**config.mk**
```make
export PLATFORM = sky130hd
export DESIGN_NAME = branch_ctrl_flat
export DESIGN_NICKNAME = d
export VERILOG_FILES = /design/src/rtl/branch_ctrl_if.sv /design/src/rtl/branch_ctrl.sv /design/src/flat_wrapper.sv
export SDC_FILE = /design/constraint.sdc
export NUM_CORES = 1
export LEC_CHECK = 0
export CAP_MARGIN = 20
export CORE_UTILIZATION = 53
export DETAILED_ROUTE_END_ITERATION = 6
export PLACE_DENSITY = 0.86
export REMOVE_ABC_BUFFERS = 1
export SETUP_SLACK_MARGIN = 0.2
export SYNTH_ARGS = -nofsm -noshare
export SYNTH_HDL_FRONTEND = slang
export SYNTH_SLANG_ARGS = --single-unit
```
**constraint.sdc**
```tcl
create_clock -name clk -period 6.4 [get_ports clk]
set_input_delay 1.28 -clock clk [delete_from_list [all_inputs] [get_ports clk]]
set_output_delay 1.28 -clock clk [all_outputs]
set_load 0.01 [all_outputs]
```
**src/rtl/branch_ctrl_if.sv**
```systemverilog
// Decode-to-branch-controller handshake bundle.
// Latency: none, wires only.
// Backpressure: br_ready from the controller holds the branch at decode until accepted.
//
// Ports carried: br_valid/br_ready handshake, br_type (01 EQ, 10 GT, 11 LT, 00 jump),
// br_pc (branch PC), br_offset (signed two's-complement offset).
interface branch_ctrl_if #(
    parameter int DATA_WIDTH = 16
);
    logic                  br_valid;
    logic                  br_ready;
    logic [1:0]            br_type;
    logic [DATA_WIDTH-1:0] br_pc;
    logic [DATA_WIDTH-1:0] br_offset;

    // decode side
    modport master (
        output br_valid, br_type, br_pc, br_offset,
        input  br_ready
    );

    // controller side
    modport slave (
        input  br_valid, br_type, br_pc, br_offset,
        output br_ready
    );
endinterface

```
**src/rtl/branch_ctrl.sv**
```systemverilog
// Sequences one branch at a time through operand wait, a single compare cycle and a timed flush.
// Latency: accept t, operands t+1, EVAL t+2, redirect t+3, ready again t+3+FLUSH_CYCLES (t+3 if not taken).
// Backpressure: br_ready only in IDLE; stall held while a branch is in flight; waits on op_valid indefinitely.
//
// Ports: clk/rst (async active-high); br (decode handshake, slave side);
// op_valid/op_a/op_b forwarded operands; kill aborts the in-flight branch; cnt_clr clears counters;
// cmp_data_1/cmp_data_2/cmp_control drive the external comparator, cmp_branch is its result;
// stall, redirect/redirect_pc, flush steer the pipeline; taken_cnt/branch_cnt are saturating counters.
module branch_ctrl #(
    parameter int DATA_WIDTH   = 16,
    parameter int PC_INC       = 1,
    parameter int FLUSH_CYCLES = 2,
    parameter int CNT_WIDTH    = 16
) (
    input  logic                  clk,
    input  logic                  rst,
    branch_ctrl_if.slave          br,
    input  logic                  op_valid,
    input  logic [DATA_WIDTH-1:0] op_a,
    input  logic [DATA_WIDTH-1:0] op_b,
    input  logic                  kill,
    input  logic                  cnt_clr,
    output logic [DATA_WIDTH-1:0] cmp_data_1,
    output logic [DATA_WIDTH-1:0] cmp_data_2,
    output logic [1:0]            cmp_control,
    input  logic                  cmp_branch,
    output logic                  stall,
    output logic                  redirect,
    output logic [DATA_WIDTH-1:0] redirect_pc,
    output logic                  flush,
    output logic [CNT_WIDTH-1:0]  taken_cnt,
    output logic [CNT_WIDTH-1:0]  branch_cnt
);

    typedef enum logic [1:0] {
        S_IDLE,
        S_WAIT_OPS,
        S_EVAL,
        S_FLUSH
    } state_t;

    localparam logic [DATA_WIDTH-1:0] PC_INC_W   = DATA_WIDTH'(PC_INC);
    localparam logic [3:0]            FLUSH_LOAD = 4'(FLUSH_CYCLES);
    localparam logic [CNT_WIDTH-1:0]  CNT_MAX    = '1;

    state_t                state, state_nxt;
    logic [1:0]            type_q;
    logic [DATA_WIDTH-1:0] pc_q;
    logic [DATA_WIDTH-1:0] off_q;
    logic [3:0]            flush_cnt;
    logic                  accept;
    logic                  taken;
    logic                  eval_ok;
    logic [DATA_WIDTH-1:0] target;

    assign accept  = br.br_valid && br.br_ready;
    // Unconditional jumps bypass the comparator result.
    assign taken   = (type_q == 2'b00) || cmp_branch;
    // An EVAL that is killed leaves no architectural trace.
    assign eval_ok = (state == S_EVAL) && !kill;
    // Wraps modulo 2^DATA_WIDTH by construction.
    assign target  = pc_q + PC_INC_W + off_q;

    // State register
    always_ff @(posedge clk or posedge rst) begin
        if (rst) begin
            state <= S_IDLE;
        end else begin
            state <= state_nxt;
        end
    end

    // Next-state logic; kill is ignored in IDLE so a same-cycle accept still lands.
    always_comb begin
        state_nxt = state;
        case (state)
            S_IDLE:     if (accept) state_nxt = S_WAIT_OPS;
            S_WAIT_OPS: begin
                if (kill)          state_nxt = S_IDLE;
                else if (op_valid) state_nxt = S_EVAL;
            end
            S_EVAL: begin
                if (kill)       state_nxt = S_IDLE;
                else if (taken) state_nxt = S_FLUSH;
                else            state_nxt = S_IDLE;
            end
            S_FLUSH:    if (kill || flush_cnt == 4'd1) state_nxt = S_IDLE;
            default:    state_nxt = S_IDLE;
        endcase
    end

    // Output logic
    always_comb begin
        br.br_ready = (state == S_IDLE);
        stall       = (state != S_IDLE);
        cmp_control = (state == S_EVAL) ? type_q : 2'b00;
        flush       = (state == S_FLUSH);
        // The counter still holds its load value only in the first FLUSH cycle.
        redirect    = (state == S_FLUSH) && (flush_cnt == FLUSH_LOAD);
    end

    // Branch fields, operands, target and flush timer
    always_ff @(posedge clk or posedge rst) begin
        if (rst) begin
            type_q      <= '0;
            pc_q        <= '0;
            off_q       <= '0;
            cmp_data_1  <= '0;
            cmp_data_2  <= '0;
            redirect_pc <= '0;
            flush_cnt   <= '0;
        end else begin
            if (accept) begin
                type_q <= br.br_type;
                pc_q   <= br.br_pc;
                off_q  <= br.br_offset;
            end
            if (state == S_WAIT_OPS && op_valid && !kill) begin
                cmp_data_1 <= op_a;
                cmp_data_2 <= op_b;
            end
            if (eval_ok && taken) begin
                redirect_pc <= target;
                flush_cnt   <= FLUSH_LOAD;
            end else if (state == S_FLUSH) begin
                flush_cnt <= flush_cnt - 4'd1;
            end
        end
    end

    // Saturating performance counters; a clear overrides any increment.
    always_ff @(posedge clk or posedge rst) begin
        if (rst) begin
            taken_cnt  <= '0;
            branch_cnt <= '0;
        end else if (cnt_clr) begin
            taken_cnt  <= '0;
            branch_cnt <= '0;
        end else if (eval_ok) begin
            if (branch_cnt != CNT_MAX)         branch_cnt <= branch_cnt + 1'b1;
            if (taken && taken_cnt != CNT_MAX) taken_cnt  <= taken_cnt + 1'b1;
        end
    end

endmodule

```
**src/flat_wrapper.sv**
```systemverilog
// flat-port wrapper written by rule: the top's interface ports become plain ports
module branch_ctrl_flat 
#(
    parameter int DATA_WIDTH   = 16,
    parameter int PC_INC       = 1,
    parameter int FLUSH_CYCLES = 2,
    parameter int CNT_WIDTH    = 16
)
  (clk, rst, op_valid, op_a, op_b, kill, cnt_clr, cmp_data_1, cmp_data_2, cmp_control, cmp_branch, stall, redirect, redirect_pc, flush, taken_cnt, branch_cnt, br_br_valid, br_br_type, br_br_pc, br_br_offset, br_br_ready);
  branch_ctrl_if #(.DATA_WIDTH(DATA_WIDTH)) br_i ();
  input  logic clk;
  input  logic rst;
  input  logic op_valid;
  input  logic [DATA_WIDTH-1:0] op_a;
  input  logic [DATA_WIDTH-1:0] op_b;
  input  logic kill;
  input  logic cnt_clr;
  output logic [DATA_WIDTH-1:0] cmp_data_1;
  output logic [DATA_WIDTH-1:0] cmp_data_2;
  output logic [1:0] cmp_control;
  input  logic cmp_branch;
  output logic stall;
  output logic redirect;
  output logic [DATA_WIDTH-1:0] redirect_pc;
  output logic flush;
  output logic [CNT_WIDTH-1:0] taken_cnt;
  output logic [CNT_WIDTH-1:0] branch_cnt;
  input wire logic [$bits(br_i.br_valid)-1:0] br_br_valid;
  input wire logic [$bits(br_i.br_type)-1:0] br_br_type;
  input wire logic [$bits(br_i.br_pc)-1:0] br_br_pc;
  input wire logic [$bits(br_i.br_offset)-1:0] br_br_offset;
  output wire logic [$bits(br_i.br_ready)-1:0] br_br_ready;
  assign br_i.br_valid = br_br_valid;
  assign br_i.br_type = br_br_type;
  assign br_i.br_pc = br_br_pc;
  assign br_i.br_offset = br_br_offset;
  assign br_br_ready = br_i.br_ready;
  branch_ctrl #(.DATA_WIDTH(DATA_WIDTH), .PC_INC(PC_INC), .FLUSH_CYCLES(FLUSH_CYCLES), .CNT_WIDTH(CNT_WIDTH)) u_core (.clk(clk), .rst(rst), .br(br_i), .op_valid(op_valid), .op_a(op_a), .op_b(op_b), .kill(kill), .cnt_clr(cnt_clr), .cmp_data_1(cmp_data_1), .cmp_data_2(cmp_data_2), .cmp_control(cmp_control), .cmp_branch(cmp_branch), .stall(stall), .redirect(redirect), .redirect_pc(redirect_pc), .flush(flush), .taken_cnt(taken_cnt), .branch_cnt(branch_cnt));
endmodule
```
==> impl_results.md <==
* Status: finished, final reports clean
* Synthesized instance count at 532
* Worst-margin pin slew at 871 ps
* Crit path required time at 6800 ps
* P per Cell Area at 427 nW/um^2
* Number of antenna diodes at 0
* Vias in the first global route at 5,097
* Total gr overflow at 0
* Netlist Area Pre-Place at 5960 sq um
* Final Routed Wirelength at 15,000 um
* Postcts setup bufs at 0
* Core area at 10,900 sq um
* Number of flops mapped to enable cells by yosys at 0
* FP Rows at 38
* Primary FF master, synth: dfrtp_1
* CP Capture Type: flop
* Yosys cell types at 54
* Final period util at 0.551
* Final setup skew at 6.94 ps
* Worst hold slack at 489 ps
* Synth async-reset ratio at 1.00
* Setup violators final at 0
* CTS Buf Count at 17
* Multi-input gate area at 2820 sq um
* Sw power at 0.00120 W
* Max-slew violations at 0
* Post-CTS sizing at 0
* Hold Buf Count CTS at 0
* Worst slew margin at 0.419
* Depth of the CTS H-tree at 4
* Clk pwr share at 0.268
* Die X at 108 um
* FF/Latch Area at 3000 sq um
* Layout fillers at 725
* TritonCTS clock tree: built
* Via density at 5.81
* Setup TNS at 0 ps
* Largest net degree at the start of global routing at 73
* Initial antenna violation count at 0
* Worst path arrival time at 3930 ps
* DRC at 0
* Share of cells above drive strength 1 at 0.161
* Final Critical Period at 3530 ps
* GRT Util Overall at 0.274
* Clk_lat worst skew at 520 ps
* RSZ-0062 raised after global routing: no
* Clock Tree Root: clkbuf_8
* CP max FO at 19
* Top cells by area, synth: dfrtp_1 50%, mux2_2 13%, ha_1 4.2%, xor2_1 2.8%, nor2_1 2.6%
* Comb power frac at 0.400
* Crit path kind: in -> reg
* Seq cells post-synth at 120
* Switch share at 0.339
* DIE AREA at 11,700 sq um
* Cell taking the most area after synthesis: dfrtp_1
* Port bufs at 158
* Max-cap violation count at 0
* Area growth from synthesis to layout at 38.7%
* Hold WC Path Type: reg -> reg
* HPWL Detailed at 10,400 um
* Die height at 108 um
* VDD IR-drop max at 313 uV
* Reg power frac at 0.332
* Most numerous cell in the Yosys netlist: dfrtp_1
* Yosys warnings at 0
* DRT iter0 DRCs at 280
* Pleak at 3.48 nW
* Antenna-violating nets left at 0
* Register area share after synthesis at 0.504
* CP startpoint kind: input port
* Highest Clock Rate at 0.283 GHz
* Initial Util at 0.547
* CTS Buffer Depth at 2
* CP max-delay cell: o21a_1
* GPL Wtd Cong at 0.895
* CTS clk-pin slew, worst paths at 60 ps
* Internal Power at 0.00233 W
* Top cell types by occurrence after synthesis: 120 x dfrtp_1, 70 x mux2_2, 42 x nor2_1
* Crit-path cells: clkdlybuf4s50_1 -> nor3b_4 -> o21a_1 -> nand2_1 -> nor4_1 -> mux2_2
* Critical Path Max Stage Delay at 760 ps
* Sink Count at 120
* First-pass GRT wire length at 24,500 um
* Share of the synthesized area in the top cell type at 0.504
* 1st-pass router iterations at 4
* Final net count at 787
* IO Pins at 159
* Synth Area per Inst at 11.2 sq um
* Final hold vios at 0
* Final Worst Setup Slack at 2870 ps
* Avg WL per Cell at 17.7 um
* Routed via count at 4,919
* Dpl ws at 2370 ps
-- worst paths after layout --
path | from | end | slack (ps) | cells past startpoint
max | kill | u_core.taken_cnt[13] | 2870 | 6
min | u_core.redirect_pc[10] | u_core.redirect_pc[10] | 490 | 2
max reg2reg | u_core.state[1] | u_core.taken_cnt[13] | 3590 | 5
min reg2reg | u_core.redirect_pc[10] | u_core.redirect_pc[10] | 490 | 2
max in group asynchronous | rst | u_core.flush_cnt[1] | 3930 | 3
min in group asynchronous | rst | u_core.taken_cnt[9] | 1310 | 2
-- worst max-delay path, delay by kind of cell --
family                 cells  cell delay [ps]
and+or+nand+nor            3             1020
buffers and inverters      1              490
AOI/OAI and AO/OA          1              760
muxes                      1              390
-- per-stage QoR --
step	util	instances	area (sq um)	total power (W)
2_1_floorplan	-	511	5860	0.00198
4_1_cts	0.758	846	8260	0.00354
3_5_place_dp	0.704	814	7660	0.00257
5_1_grt	0.758	846	8260	0.00374
6_report	0.758	846	8260	0.00353
3_3_place_gp	0.704	814	7660	0.00250
-- cells in the final DEF (no fill, tap or decap), drive strengths merged, types with 8 or more instances in the layout --
cell	count
xor2	19
o21ai	21
nor2	42
mux2	70
clkdlybuf4s50	158
nand3	14
inv	14
nor3	9
nand2	35
nand4	14
ha	20
clkbuf	17
dfrtp	120
xnor2	9
o211ai	8
nor2b	10
a21oi	19
-- sequential cells by signal, indices dropped and copies added, names as in the netlist --
signal / flops
u_core.flush_cnt: 4
u_core.type_q: 2
u_core.redirect_pc: 16
u_core.branch_cnt: 16
u_core.state: 2
u_core.taken_cnt: 16
u_core.pc_q: 16
u_core.cmp_data_2: 16
u_core.off_q: 16
u_core.cmp_data_1: 16
-- layer usage --
metal  track usage  share of wire  vias up
met5             0              0        -
met4         0.133          0.029        0
li1              -              -     2258
met3        0.0609          0.057       37
met1         0.326           0.39     2437
met2         0.470           0.53      187
-- kinds of logic (layout without fill, tap and decap cells) --
| group | count (synthesis) | count (layout) | share of synthesized area |
|---|---|---|---|
| flip-flops | 120 | 120 | 0.504 |
| AND/OR/NAND/NOR | 161 | 161 | 0.139 |
| multiplexers | 74 | 74 | 0.139 |
| XOR/XNOR | 28 | 28 | 0.0412 |
| buffers and inverters | 34 | 208 | 0.0240 |
| AO/OA/AOI/OAI | 94 | 94 | 0.107 |
| adder cells (fa/ha/maj) | 21 | 21 | 0.0454 |
-- final cells by class --
| cell class | count | share of cell area |
|---|---|---|
| flip-flops and latches | 120 | 0.364 |
| multi-input cells | 378 | 0.341 |
| repair buffers | 163 | 0.196 |
| clock buffers | 17 | 0.0502 |
| clock inverters | 15 | 0.0217 |
| well taps | 140 | 0.0212 |
| inverters | 13 | 0.00621 |
-- power groups by stage --
stage          Combinational [W]  Sequential, W  Clock (W)
4_1_cts                  0.00141        0.00117   0.000957
2_1_floorplan           0.000771        0.00121          0
3_5_place_dp             0.00139        0.00118          0
6_report                 0.00141        0.00117   0.000947
5_1_grt                  0.00154        0.00120   0.000995
3_3_place_gp             0.00134        0.00116          0
(Power assumes the default switching activity.)
